File: src/rtl/ram_mm2s_reader_if.sv
// Bundle of the command, RAM read-port and AXI-Stream signals of one mm2s reader.
// master is the reader side; slave is the command source / RAM / stream sink side.
interface ram_mm2s_reader_if #(
  parameter int AXI_WIDTH      = 128,
  parameter int AXI_ADDR_WIDTH = 32,
  parameter int LEN_WIDTH      = 16,
  parameter int LSB            = $clog2(AXI_WIDTH) - 3
);
  logic                            cmd_valid;
  logic                            cmd_ready;
  logic [AXI_ADDR_WIDTH-1:0]       cmd_addr;
  logic [LEN_WIDTH-1:0]            cmd_len;
  logic                            mem_ren;
  logic [AXI_ADDR_WIDTH-LSB-1:0]   mem_addr;
  logic [AXI_WIDTH-1:0]            mem_data;
  logic                            m_axis_tvalid;
  logic                            m_axis_tready;
  logic [AXI_WIDTH-1:0]            m_axis_tdata;
  logic                            m_axis_tlast;
  logic                            done;

  modport master (
    input  cmd_valid, cmd_addr, cmd_len, mem_data, m_axis_tready,
    output cmd_ready, mem_ren, mem_addr, m_axis_tvalid, m_axis_tdata, m_axis_tlast, done
  );

  modport slave (
    output cmd_valid, cmd_addr, cmd_len, mem_data, m_axis_tready,
    input  cmd_ready, mem_ren, mem_addr, m_axis_tvalid, m_axis_tdata, m_axis_tlast, done
  );
endinterface

File: src/rtl/ram_mm2s_reader.sv
// Turns a (base, len) command into word reads on a 1-cycle RAM port and streams the words out.
// First beat 3 cycles after command accept; a 2-entry output FIFO with read credit absorbs any tready stall.
module ram_mm2s_reader #(
  parameter int AXI_WIDTH      = 128,
  parameter int AXI_ADDR_WIDTH = 32,
  parameter int LEN_WIDTH      = 16,
  parameter int LSB            = $clog2(AXI_WIDTH) - 3
) (
  input  logic              clk,
  input  logic              rst,
  ram_mm2s_reader_if.master bus
);
  localparam int WA = AXI_ADDR_WIDTH - LSB;
  localparam logic [LEN_WIDTH:0] CNT_ONE = (LEN_WIDTH + 1)'(1);

  typedef enum logic [1:0] {S_IDLE, S_RUN, S_DRAIN} state_t;

  state_t               state_q, state_d;
  logic [WA-1:0]        addr_q, addr_d;
  logic [LEN_WIDTH:0]   cnt_q, cnt_d;
  logic                 inflight_q, inflight_d;
  logic                 inflight_last_q, inflight_last_d;
  logic [AXI_WIDTH-1:0] fifo_dat_q [2];
  logic [AXI_WIDTH-1:0] fifo_dat_d [2];
  logic [1:0]           fifo_last_q, fifo_last_d;
  logic                 wr_ptr_q, wr_ptr_d;
  logic                 rd_ptr_q, rd_ptr_d;
  logic [1:0]           occ_q, occ_d;
  logic                 done_q, done_d;

  logic       tvalid, tlast, pop, push, credit, issue;
  logic [2:0] level;
  logic       unused_addr_lsb;

  assign unused_addr_lsb = ^bus.cmd_addr[LSB-1:0];

  assign tvalid = (occ_q != 2'd0);
  assign tlast  = fifo_last_q[rd_ptr_q] & tvalid;
  assign pop    = tvalid & bus.m_axis_tready;
  assign push   = inflight_q;

  // Words already owed to the FIFO (stored + in flight) minus the one leaving this cycle must stay below 2.
  assign level  = {1'b0, occ_q} + {2'b00, inflight_q};
  assign credit = level < (3'd2 + {2'b00, pop});
  assign issue  = (state_q == S_RUN) && credit && !rst;

  always_comb begin
    state_d         = state_q;
    addr_d          = addr_q;
    cnt_d           = cnt_q;
    inflight_d      = 1'b0;
    inflight_last_d = 1'b0;
    done_d          = 1'b0;
    fifo_dat_d      = fifo_dat_q;
    fifo_last_d     = fifo_last_q;
    wr_ptr_d        = wr_ptr_q;
    rd_ptr_d        = rd_ptr_q;
    occ_d           = occ_q + {1'b0, push} - {1'b0, pop};

    if (push) begin
      fifo_dat_d[wr_ptr_q]  = bus.mem_data;
      fifo_last_d[wr_ptr_q] = inflight_last_q;
      wr_ptr_d              = ~wr_ptr_q;
    end
    if (pop) begin
      rd_ptr_d = ~rd_ptr_q;
    end
    if (issue) begin
      inflight_d      = 1'b1;
      inflight_last_d = (cnt_q == CNT_ONE);
      addr_d          = addr_q + 1'b1;
      cnt_d           = cnt_q - CNT_ONE;
    end

    case (state_q)
      S_IDLE: begin
        if (bus.cmd_valid) begin
          addr_d  = bus.cmd_addr[AXI_ADDR_WIDTH-1:LSB];
          cnt_d   = {1'b0, bus.cmd_len} + CNT_ONE;
          state_d = S_RUN;
        end
      end
      S_RUN: begin
        if (issue && (cnt_q == CNT_ONE)) begin
          state_d = S_DRAIN;
        end
      end
      S_DRAIN: begin
        if (pop && tlast) begin
          state_d = S_IDLE;
          done_d  = 1'b1;
        end
      end
      default: state_d = S_IDLE;
    endcase
  end

  always_ff @(posedge clk) begin
    if (rst) begin
      state_q         <= S_IDLE;
      addr_q          <= '0;
      cnt_q           <= '0;
      inflight_q      <= 1'b0;
      inflight_last_q <= 1'b0;
      fifo_dat_q      <= '{default: '0};
      fifo_last_q     <= '0;
      wr_ptr_q        <= 1'b0;
      rd_ptr_q        <= 1'b0;
      occ_q           <= '0;
      done_q          <= 1'b0;
    end else begin
      state_q         <= state_d;
      addr_q          <= addr_d;
      cnt_q           <= cnt_d;
      inflight_q      <= inflight_d;
      inflight_last_q <= inflight_last_d;
      fifo_dat_q      <= fifo_dat_d;
      fifo_last_q     <= fifo_last_d;
      wr_ptr_q        <= wr_ptr_d;
      rd_ptr_q        <= rd_ptr_d;
      occ_q           <= occ_d;
      done_q          <= done_d;
    end
  end

  assign bus.cmd_ready     = (state_q == S_IDLE);
  assign bus.mem_ren       = issue;
  assign bus.mem_addr      = addr_q;
  assign bus.m_axis_tvalid = tvalid;
  assign bus.m_axis_tdata  = fifo_dat_q[rd_ptr_q];
  assign bus.m_axis_tlast  = tlast;
  assign bus.done          = done_q;
endmodule

File: src/flat_wrapper.sv
// flat-port wrapper written by rule: the top's interface ports become plain ports
module ram_mm2s_reader_flat 
#(
  parameter int AXI_WIDTH      = 128,
  parameter int AXI_ADDR_WIDTH = 32,
  parameter int LEN_WIDTH      = 16,
  parameter int LSB            = $clog2(AXI_WIDTH) - 3
)
  (clk, rst, bus_cmd_valid, bus_cmd_addr, bus_cmd_len, bus_mem_data, bus_m_axis_tready, bus_cmd_ready, bus_mem_ren, bus_mem_addr, bus_m_axis_tvalid, bus_m_axis_tdata, bus_m_axis_tlast, bus_done);
  ram_mm2s_reader_if #(.AXI_WIDTH(AXI_WIDTH), .AXI_ADDR_WIDTH(AXI_ADDR_WIDTH), .LEN_WIDTH(LEN_WIDTH), .LSB(LSB)) bus_i ();
  input  logic clk;
  input  logic rst;
  input wire logic [$bits(bus_i.cmd_valid)-1:0] bus_cmd_valid;
  input wire logic [$bits(bus_i.cmd_addr)-1:0] bus_cmd_addr;
  input wire logic [$bits(bus_i.cmd_len)-1:0] bus_cmd_len;
  input wire logic [$bits(bus_i.mem_data)-1:0] bus_mem_data;
  input wire logic [$bits(bus_i.m_axis_tready)-1:0] bus_m_axis_tready;
  output wire logic [$bits(bus_i.cmd_ready)-1:0] bus_cmd_ready;
  output wire logic [$bits(bus_i.mem_ren)-1:0] bus_mem_ren;
  output wire logic [$bits(bus_i.mem_addr)-1:0] bus_mem_addr;
  output wire logic [$bits(bus_i.m_axis_tvalid)-1:0] bus_m_axis_tvalid;
  output wire logic [$bits(bus_i.m_axis_tdata)-1:0] bus_m_axis_tdata;
  output wire logic [$bits(bus_i.m_axis_tlast)-1:0] bus_m_axis_tlast;
  output wire logic [$bits(bus_i.done)-1:0] bus_done;
  assign bus_i.cmd_valid = bus_cmd_valid;
  assign bus_i.cmd_addr = bus_cmd_addr;
  assign bus_i.cmd_len = bus_cmd_len;
  assign bus_i.mem_data = bus_mem_data;
  assign bus_i.m_axis_tready = bus_m_axis_tready;
  assign bus_cmd_ready = bus_i.cmd_ready;
  assign bus_mem_ren = bus_i.mem_ren;
  assign bus_mem_addr = bus_i.mem_addr;
  assign bus_m_axis_tvalid = bus_i.m_axis_tvalid;
  assign bus_m_axis_tdata = bus_i.m_axis_tdata;
  assign bus_m_axis_tlast = bus_i.m_axis_tlast;
  assign bus_done = bus_i.done;
  ram_mm2s_reader #(.AXI_WIDTH(AXI_WIDTH), .AXI_ADDR_WIDTH(AXI_ADDR_WIDTH), .LEN_WIDTH(LEN_WIDTH), .LSB(LSB)) u_core (.clk(clk), .rst(rst), .bus(bus_i));
endmodule
File: config.mk
export PLATFORM = sky130hd
export DESIGN_NAME = ram_mm2s_reader_flat
export DESIGN_NICKNAME = d
export VERILOG_FILES = /design/src/rtl/ram_mm2s_reader_if.sv /design/src/rtl/ram_mm2s_reader.sv /design/src/flat_wrapper.sv
export SDC_FILE = /design/constraint.sdc
export NUM_CORES = 1
export LEC_CHECK = 0
export CAP_MARGIN = 0
export CORE_MARGIN = 4
export CORE_UTILIZATION = 45
export CTS_BUF_LIST = sky130_fd_sc_hd__clkbuf_16
export DETAILED_ROUTE_END_ITERATION = 7
export PLACE_DENSITY_LB_ADDON = 0.1
export SLEW_MARGIN = 10
export SYNTH_ARGS = -nofsm -noshare
export SYNTH_HDL_FRONTEND = slang
export SYNTH_SLANG_ARGS = --single-unit
File: constraint.sdc
create_clock -name clk -period 2.4 [get_ports clk]
set_input_delay 0.48 -clock clk [delete_from_list [all_inputs] [get_ports clk]]
set_output_delay 0.48 -clock clk [all_outputs]
set_load 0.01 [all_outputs]
-- After elaboration in Yosys (flattened, before gate mapping)
Cells that the tools add are included.
- reductions and logical operators: 12
- bitwise gates (word level): 8
- mux-type cells: 23
- eq/ne operators: 6
- $lt $le $gt $ge: 7
- add/subtract/negate cells: 7
- operators with widths (operator ; count):
    2-to-1 mux 128 bit ; 4
    bitwise mux 256 bit ; 1
    demux 128 bit (select 1 bit) ; 1
    2-to-1 mux 28 bit ; 3
    2-to-1 mux 17 bit ; 3
    adder 28 x 1 -> 28 bit (second input constant) ; 1
    adder 16 x 1 -> 17 bit (second input constant) ; 1
    equality test 17 x 1 -> 1 bit (second input constant) ; 1
    subtractor 17 x 1 -> 17 bit (second input constant) ; 1
    logical AND 1 bit ; 6
    2-to-1 mux 2 bit ; 3
    case mux 2 bit (3 select lines) ; 1
    2-to-1 mux 1 bit ; 5
    greater-or-equal comparator 2 bit (second input constant) ; 2
    < comparator 1 x 2 -> 1 bit (second input constant) ; 2
    != test 2 bit (second input constant) ; 2
    NOT 1 bit ; 4
    NOT 1 -> 2 bit ; 2
    OR reduction 2 bit ; 2
    adder 2 x 1 -> 3 bit ; 1
    adder 2 x 1 -> 3 bit (first input constant) ; 1
    < comparator 3 bit ; 1
    AND reduction 3 bit ; 1
    adder 2 x 1 -> 2 bit ; 1
    12 further kinds ; 13
- logic and storage cells: 75
- bits of input ports: 180
- flip-flop bits (word level): 312
- output and inout bits: 161

-- Longest topological paths before layout
Gate-level depths: netlist (run 1).
- depth after elaboration: 9
- gate-level depth with buffers: 7
- gate-level depth less buffers: 7

-- Worst setup path after synthesis (run 1)
No wires, ideal clock.
- kind: reg-to-reg
- start: reg u_core.occ_q[0]
- end: reg u_core.addr_q[21] (netlist: u_core.bus.mem_addr[21])
- buffers on the path: 1
- cell stages (with the launch flop): 8
- required time: 2.309 ns
- slack: -0.024 ns
- period minus slack after synthesis: 2.424 ns
- data arrival time: 2.333 ns
- setup time: 0.091 ns
- cells stage by stage: dfxtp_1 -> ha_1 -> ha_1 -> nor4b_4 -> nand4_1 -> clkbuf_1 -> or4_1 -> a311oi_1
- word-level cells in the longest chain between the ends: 9
- elaborated cells on any way between the ends: 10
- those cells by class: add/sub (2); order compare (1); mux (3); bitwise (1); reduce/logical (3)
- ends and longest elaborated chain (item ; RTL line ; source):
    start: declaration ; ram_mm2s_reader.sv:28 ; logic [1:0] occ_q, occ_d;
    start signal: assignment ; ram_mm2s_reader.sv:109 ; occ_q <= '0;
    start signal: assignment ; ram_mm2s_reader.sv:121 ; occ_q <= occ_d;
    nonzero test 2 bit ; ram_mm2s_reader.sv:37 ; assign tvalid = (occ_q != 2'd0);
    bitwise AND 1 bit ; ram_mm2s_reader.sv:39 ; assign pop = tvalid & bus.m_axis_tready;
    adder 2 x 1 -> 3 bit ; ram_mm2s_reader.sv:44 ; assign credit = level < (3'd2 + {2'b00, pop});
    < comparator 3 bit * ; ram_mm2s_reader.sv:44 ;
    logical AND 1 bit * (2 in series) ; ram_mm2s_reader.sv:45 ; assign issue = (state_q == S_RUN) && credit && !rst;
    2-to-1 mux 28 bit * ; ram_mm2s_reader.sv:68 ; if (issue) begin
    2-to-1 mux 28 bit ; ram_mm2s_reader.sv:77 ; if (bus.cmd_valid) begin
    2-to-1 mux 28 bit * ; ram_mm2s_reader.sv:75 ; case (state_q)
    end signal: assignment ; ram_mm2s_reader.sv:113 ; addr_q <= addr_d;
    end: declaration ; ram_mm2s_reader.sv:19 ; logic [WA-1:0] addr_q, addr_d;
Every way passes the cells marked *; elsewhere a longest branch is shown, timed or not.
A chain may end at the register's enable or synchronous reset.

-- Final worst setup path (run 1)
- start: reg u_core.rd_ptr_q
- end: out bus_m_axis_tdata[13]
- word-level cells in the longest chain between the ends: 4
- ends and longest elaborated chain (item ; RTL line ; source):
    start: declaration ; ram_mm2s_reader.sv:27 ; logic rd_ptr_q, rd_ptr_d;
    start signal: assignment ; ram_mm2s_reader.sv:120 ; rd_ptr_q <= rd_ptr_d;
    NOT 1 -> 2 bit (not written as such) ; ram_mm2s_reader.sv:130 ; assign bus.m_axis_tdata = fifo_dat_q[rd_ptr_q];
    2-to-1 mux 128 bit (not written as such) (3 in series) ; ram_mm2s_reader.sv:130 ;
    end: declaration ; flat_wrapper.sv:22 ; output wire logic [$bits(bus_i.m_axis_tdata)-1:0] bus_m_axis_tdata;
Every way passes these cells. The select of a mux whose other input is x is not followed.

==> results by group, run 1 <==
Die
  • Cell row count: 63
  • Die X: 181 um
  • DIE HEIGHT: 181 um
  • Initial core utilization: 45.6%
  • Core region area: 0.0296 mm^2
  • I/O pin cnt: 341
  • Die area: 0.0328 mm^2

GRT
  • Largest net degree at the start of global routing: 165
  • Vias in the first global route: 12.4k
  • First-pass GRT wire length: 62.9 mm
  • Global Route Usage Sum: 22.7%
  • Grt ovf: 0
  • Initial antenna violation count: 3

Finish
  • Nets: 2,144
  • Area growth syn-to-layout: 38.5%
  • Share of cells above drive strength 1: 13.5%
  • Final core utilization: 63.1%
  • Final non-filler cell area: 0.0187 mm^2
  • Non-Filler Instances: 2,372
  • Fill count: 2,562

Routing
  • Post-route ant nets: 0
  • Drt total wl: 39.6 mm
  • Via count: 12.6k
  • First drt pass iteration count: 6
  • DR DRC count: 0
  • Starting DRC count in detailed routing: 713
  • Mean routed wirelength per cell: 16.7 um
  • Vias per cell: 5.33

Critical path
  • Worst Setup End Kind: primary output
  • CP peak stage delay: 0.37 ns
  • CP dominant cell by count: buf_12
  • Critical Path RT: 1.92 ns
  • CP bufs+invs: 4
  • Cells along the critical path: buf_12 -> buf_12 -> buf_16 -> mux2_2 -> dlygate4sd2_1
  • Crit path DAT: 1.87 ns
  • Critical path's top delay family: buffers and inverters
  • Startpoint Class: register
  • Critical path class: reg -> out
  • Slowest CP cell: dfxtp_4
  • Critical path peak fanout: 7

STA
  • Crit path time final: 2.35 ns
  • Tcrit/Tclk final: 98.1%
  • Post-route setup slack: 0.0458 ns
  • Slew Viols, Final: 0
  • Final Hold Viols: 0
  • Fin Clk Skew: 0.0190 ns
  • Slew margin rel.: 50.0%
  • Slew @ Worst Pin: 0.751 ns
  • RSZ-0062 raised after global routing: true
  • Fmax: 425 MHz
  • Setup-failing EPs final: 0

Placed design
  • Number of port buffers: 336
  • Area after DPL: 0.0173 mm^2
  • HPWL Detailed: 24.6 mm
  • Inst Count DP: 2,292
  • Setup WS pre-CTS: -0.235 ns
  • GP Congestion: 0.812

Synth
  • Synth warnings: 0
  • Synthesized Nets: 1,838
  • Mapped cell area: 0.0135 mm^2
  • Avg Cell Area, Syn: 8.16 um^2
  • Sequential element share of the synthesized area: 46.4%
  • Post-synth EDFFs: 0
  • Post-Synthesis Cells: 1,650
  • Netlist cell types: 52
  • Ys async rst share: 0%
  • Main synth FF type: dfxtp_1
  • FF+latch count, synth: 312

Clock tree
  • CTS max path bufs: 3
  • Root Driver: clkbuf_16
  • CTS Sinks: 312
  • Clock slew at reported path FFs: 0.06 ns
  • TritonCTS clock tree: done
  • CTS buffer count: 35
  • H-tree depth: 2
  • Latest clock arrival within the worst-skew pair: 0.50 ns
  • Hold_buf cts: 0

Hold path
  • Worst hold path class: reg -> reg

Power and ir drop
  • Pleak: 0.00694 uW
  • IR drop worst, VDD: 0.000513 V
  • PwrDens: 733 mW/mm^2
  • Overall power: 13,700 uW

Flow run
  • MaxCap Viol Count: 0

Run status
  • Outcome: complete, no violations
per-layer routing:
metal,vias up,track usage [%],share of wire [%]
met5,-,0,0
met4,0,6.57,2.2
met3,60,6.12,7.4
met2,405,37.9,48
met1,5958,29.0,43
li1,6214,-,-
cell usage in the layout, fill, tap and decap left out, types with 16 or more instances in the layout:
cell type,n
dlygate4sd2_1,47
clkdlybuf4s15_1,67
nor2_1,49
mux2_2,126
a21oi_1,261
a211oi_1,26
buf_12,16
nand2_1,536
xnor2_1,24
dfxtp_1,311
xor2_1,19
clkdlybuf4s50_1,205
buf_4,26
inv_1,18
clkbuf_16,37
sequential cells by signal, indices dropped and copies added (netlist names):
register,count
u_core.bus.done,1
u_core.bus.mem_addr,28
u_core.cnt_q,17
u_core.fifo_dat_q,256
u_core.fifo_last_q,2
u_core.inflight_last_q,1
u_core.inflight_q,1
u_core.occ_q,2
u_core.rd_ptr_q,1
u_core.state_q,2
u_core.wr_ptr_q,1
Yosys cell counts (3+ instances only):
library cell	number	share of area, %
nor3_1	15	0.56
xnor2_1	24	1.6
o31ai_1	7	0.39
nor2_1	50	1.4
or4_1	8	0.45
clkbuf_1	107	3.0
dfxtp_1	312	46
or3_2	3	0.17
a211oi_1	26	1.4
and2_1	4	0.19
nand3_1	15	0.56
mux2i_1	4	0.30
mux2_2	128	11
xor2_1	19	1.2
a21oi_1	261	9.7
a311oi_1	9	0.59
nand4_1	15	0.70
nand2_1	538	15
nor4_1	13	0.60
buf_1	8	0.22
ha_1	8	0.74
o21ai_0	3	0.11
inv_1	11	0.31
buf_2	4	0.15
and4_1	4	0.26
nand4b_1	3	0.20
nand2b_1	7	0.33
and3_1	11	0.51
worst reg2reg max path: cells and delay by family, from the launching register on:
kind / cells / cell delay (ns)
AO/OA/AOI/OAI: 1 / 0.26
adder cells (fa/ha/maj): 2 / 0.36
buffers and inverters: 2 / 0.33
flip-flops: 1 / 0.31
AND/OR/NAND/NOR: 3 / 0.94
logic make-up (layout without fill, tap and decap cells):
kind of cell / after synthesis / after routing / share of synthesized area [%]
other cells: 0 / 3 / 0
xor+xnor: 43 / 43 / 2.80
compound gates: 322 / 322 / 13.3
flops: 312 / 312 / 46.4
buf+inv: 131 / 460 / 3.74
simple gates: 702 / 702 / 22.1
fa+ha+maj: 8 / 8 / 0.743
mux: 132 / 132 / 11.0
cell type report:
type	instances	area [um^2]	share of cell area [%]
timing repair buffer	389	4060	21.8
inverter	11	41.3	0.221
sequential	312	6250	33.5
multi-input combinational	1207	6800	36.5
clock buffer	35	876	4.70
tap	390	488	2.62
antenna	3	7.51	0.0402
clock inverter	25	134	0.718
final timing paths:
| path | from | end | slack [ns] | cells past startpoint |
|---|---|---|---|---|
| worst min-delay path | u_core.fifo_dat_q[219] | u_core.fifo_dat_q[219] | 0.45 | 2 |
| worst min register to register | u_core.fifo_dat_q[219] | u_core.fifo_dat_q[219] | 0.45 | 2 |
| worst max-delay path | u_core.rd_ptr_q | bus_m_axis_tdata[13] | 0.05 | 5 |
| worst max register to register | u_core.occ_q[0] | u_core.bus.mem_addr[27] | 0.08 | 8 |
what timing repair did:
action,CTS,global route
endpoints found under the setup margin,130,62
buffers inserted,5,4
gates cloned,5,3
pin swaps,0,6
resized for setup,211,39
metrics by stage:
step	TNS, ns	hold WS (ns)
floorplan	0	0.432
global placement	-1.87	0.438
detailed placement	-2.01	0.444
CTS	-0.167	0.448
global route	-0.0681	0.466
finish	0	0.449
where the power goes:
| part | switching [uW] | internal, uW | leakage (uW) |
|---|---|---|---|
| clock network | 2040 | 2740 | 0.000529 |
| logic | 1560 | 1680 | 0.00387 |
| registers | 195 | 5460 | 0.00254 |
(Power assumes the default switching activity.)
==> inputs of run 2 (changes only) <==
REMOVE_ABC_BUFFERS = 1   (was default)
SKIP_LAST_GASP = 1   (was default)
==> run 2 against run 1 <==
The flow now finishes with violations (setup timing). Critical path depth down 1. Fmax down 6.6%. Sequential power about the same. Wire length up 1.2%. Core utilization up 0.64 points. Clock skew down 0.0043 ns. Die area unchanged. First-iteration DRC count down 5.5%. Register-to-register slack better by 0.06 ns. Non-clock buffer count up 10. Largest cell class unchanged. Largest power group unchanged.
==> results by group, run 2 (same netlist as run 1, synthesis figures left out) <==
Run status
  • Outcome: finished, violations left
  • Failing checks: setup timing

Finish
  • Area growth syn-to-layout: 39.9%
  • Nets: 2,154 (+0.47%)
  • Share of cells above drive strength 1: 13.9% (+0.32 points)
  • Sequential Area: 0.00625 mm^2 (about the same)
  • Largest register FFs: 256 (unchanged)
  • Area of the multi-input gates: 0.00680 mm^2 (about the same)
  • Top reg by flops: u_core.fifo_dat_q
  • Fill count: 2,561 (-0.039%)
  • Most frequent cells in the layout: nand2_1 (536), dfxtp_1 (309), a21oi_1 (261), clkdlybuf4s50_1 (208), mux2_2 (128)
  • Commonest non-fill, non-tap cell in the layout: nand2_1
  • Non-Filler Instances: 2,384 (+0.51%)

Critical path
  • RR Startpoint: u_core.occ_q[0]
  • Critical path class: reg -> out
  • Crit path DAT: 2.04 ns (+0.17 ns)
  • Crit path capture: bus_m_axis_tdata[124]
  • Startpoint Class: register
  • Reg-to-reg endpoint: u_core.bus.mem_addr[24]
  • Worst Setup End Kind: primary output
  • Critical Path RT: 1.92 ns (about the same)
  • CP startpoint: u_core.rd_ptr_q
  • Flop-to-flop setup slack: 0.14 ns (+0.06 ns)
  • Critical path peak fanout: 15 (+8)
  • Worst Reg-to-Reg Cells: 8 (unchanged)

Routing
  • Drt total wl: 40.1 mm (+1.2%)
  • Vias per cell: 5.27 (-1.1%)
  • DR DRC count: 0 (unchanged)
  • Starting DRC count in detailed routing: 674 (-5.5%)
  • Via count: 12.6k (-0.56%)
  • First drt pass iteration count: 6 (unchanged)
  • Mean routed wirelength per cell: 16.8 um (+0.73%)
  • Post-route ant nets: 0 (unchanged)

STA
  • Fmax: 397 MHz (-6.6%)
  • Slew margin rel.: 35.7% (-14 points)
  • RSZ-0062 raised after global routing: true
  • Fin Clk Skew: 0.0147 ns (-0.00425 ns)
  • Post-route setup slack: -0.122 ns (-0.168 ns)
  • Crit path time final: 2.52 ns (+0.168 ns)
  • Tcrit/Tclk final: 105% (+7.0 points)
  • Slew @ Worst Pin: 0.964 ns (+0.214 ns)
  • Final Hold Viols: 0 (unchanged)
  • Slew Viols, Final: 0 (unchanged)
  • Setup-failing EPs final: 10 (+10)

Power and ir drop
  • Gate power share: 22.8% (-0.9 points)
  • Sw Share: 27.3% (-0.52 points)
  • Internal power: 10,200 uW (+3.3%)
  • Sw power: 3820 uW (+0.61%)
  • IR drop worst, VDD: 0.000385 V (-25%)
  • Pleak: 0.00784 uW (+13%)
  • Clock share of power: 36.9% (+1.9 points)
  • Part of the power in registers: 40.3% (-1.0 points)
  • PwrDens: 744 mW/mm^2 (+1.5%)

Clock tree
  • Root Driver: clkbuf_16
  • Clock slew at reported path FFs: 0.06 ns (about the same)
  • Latest clock arrival within the worst-skew pair: 0.50 ns (about the same)
  • TritonCTS clock tree: done
  • CTS buffer count: 35 (unchanged)
  • Hold_buf cts: 0 (unchanged)
  • H-tree depth: 2 (unchanged)
  • CTS Sinks: 312 (unchanged)
  • CTS max path bufs: 3 (unchanged)

Die
  • I/O pin cnt: 341 (unchanged)
  • Core region area: 0.0296 mm^2 (unchanged)
  • Die X: 181 um (unchanged)
  • Initial core utilization: 45.6% (unchanged)
  • Die area: 0.0328 mm^2 (unchanged)
  • Cell row count: 63 (unchanged)
  • DIE HEIGHT: 181 um (unchanged)

Placed design
  • Setup WS pre-CTS: -0.0967 ns (+0.138 ns)
  • Number of port buffers: 336 (unchanged)
  • HPWL Detailed: 25.5 mm (+3.5%)
  • Inst Count DP: 2,297 (+0.22%)
  • GP Congestion: 0.847 (+4.4%)

GRT
  • Largest net degree at the start of global routing: 201 (+22%)
  • Grt ovf: 0 (unchanged)
  • Global Route Usage Sum: 23.1% (+0.39 points)
  • Vias in the first global route: 12.2k (-1.5%)
  • First-pass GRT wire length: 63.7 mm (+1.1%)
  • Initial antenna violation count: 3 (unchanged)

Hold path
  • Worst hold path class: in -> reg
  • Hold depth: 5 (+3)

Flow run
  • MaxCap Viol Count: 0 (unchanged)
run 2: changes by cell type in the layout (fill, tap and decap cells not counted), moves of 3 or more:
cell             before  now
a311oi_1              5    8
a311oi_2              4    1
buf_16                6    3
buf_4                26   36
clkdlybuf4s15_1      67    9
clkdlybuf4s15_2       7    0
clkdlybuf4s50_1     205  208
dlygate4sd2_1        47   63
dlymetal6s2s_1        0   47
run 2: final cells by class:
class                           instances  area share (%)
Multi-Input combinational cell       1207            36.1
Sequential cell                       312            33.2
Timing Repair Buffer                  399            22.0
Clock buffer                           37            4.91
Tap cell                              390            2.59
Clock inverter                         25           0.996
Inverter                               11           0.219
Antenna cell                            3          0.0398
run 2: power by group through the flow:
| stage | clock [uW] | sequential, uW | combinational [uW] |
|---|---|---|---|
| after global routing | 5530 | 5690 | 3430 |
| after global placement | 0 | 5760 | 2950 |
| final | 5180 | 5660 | 3190 |
| after detailed placement | 0 | 5770 | 2960 |
| after floorplan | 0 | 5900 | 1320 |
| after CTS | 5300 | 5640 | 3170 |
run 2: how the worst min path moves through the flow:
| stage | start | end | slack [ns] |
|---|---|---|---|
| after detailed placement | u_core.fifo_dat_q[156] | u_core.fifo_dat_q[156] | 0.44 |
| after global placement | u_core.fifo_dat_q[52] | u_core.fifo_dat_q[52] | 0.44 |
| final | rst | u_core.inflight_q | 0.43 |
| after floorplan | u_core.inflight_last_q | u_core.fifo_last_q[0] | 0.43 |
| after global routing | rst | u_core.inflight_q | 0.44 |
| after CTS | rst | u_core.inflight_q | 0.42 |
run 2: what timing repair did:
| item | 4_1_cts | 5_1_grt |
|---|---|---|
| gates cloned | 4 | 1 |
| buffers inserted | 7 | 11 |
| pin swaps | 1 | 2 |
| endpoints found under the setup margin | 129 | 117 |
| gates resized for setup | 86 | 85 |
run 2: routing by layer:
layer | track usage [%] | vias to the layer above | share of wire [%]
met4 | 7.39 | 0 | 2.6
met2 | 38.0 | 375 | 47
li1 | - | 6211 | -
met5 | 0 | - | 0
met3 | 4.81 | 67 | 6.3
met1 | 30.6 | 5913 | 44
run 2: worst max-delay path, stage by stage (launching register included):
cell and delay [ns]:
dfxtp_4 0.39, buf_8 0.15, buf_16 0.16, mux2_2 0.35, clkdlybuf4s50_1 0.49
run 2: per-stage QoR:
step	hold WS, ns	power [uW]	util, %	TNS (ns)	instance area, um^2
6_report	0.426	14000	63.7	-0.538	18800
5_1_grt	0.439	14700	63.7	-1.29	18800
4_1_cts	0.417	14100	63.0	-9.48	18600
3_5_place_dp	0.444	8740	58.9	-0.555	17400
3_3_place_gp	0.438	8710	58.9	-0.192	17400
2_1_floorplan	0.426	7220	-	-600.24	13000
==> inputs of run 3 (changes only) <==
CAP_MARGIN = default   (was 0)
==> results of run 3 <==
No change in the layout: final DEF, timing and power equal those of run 2.
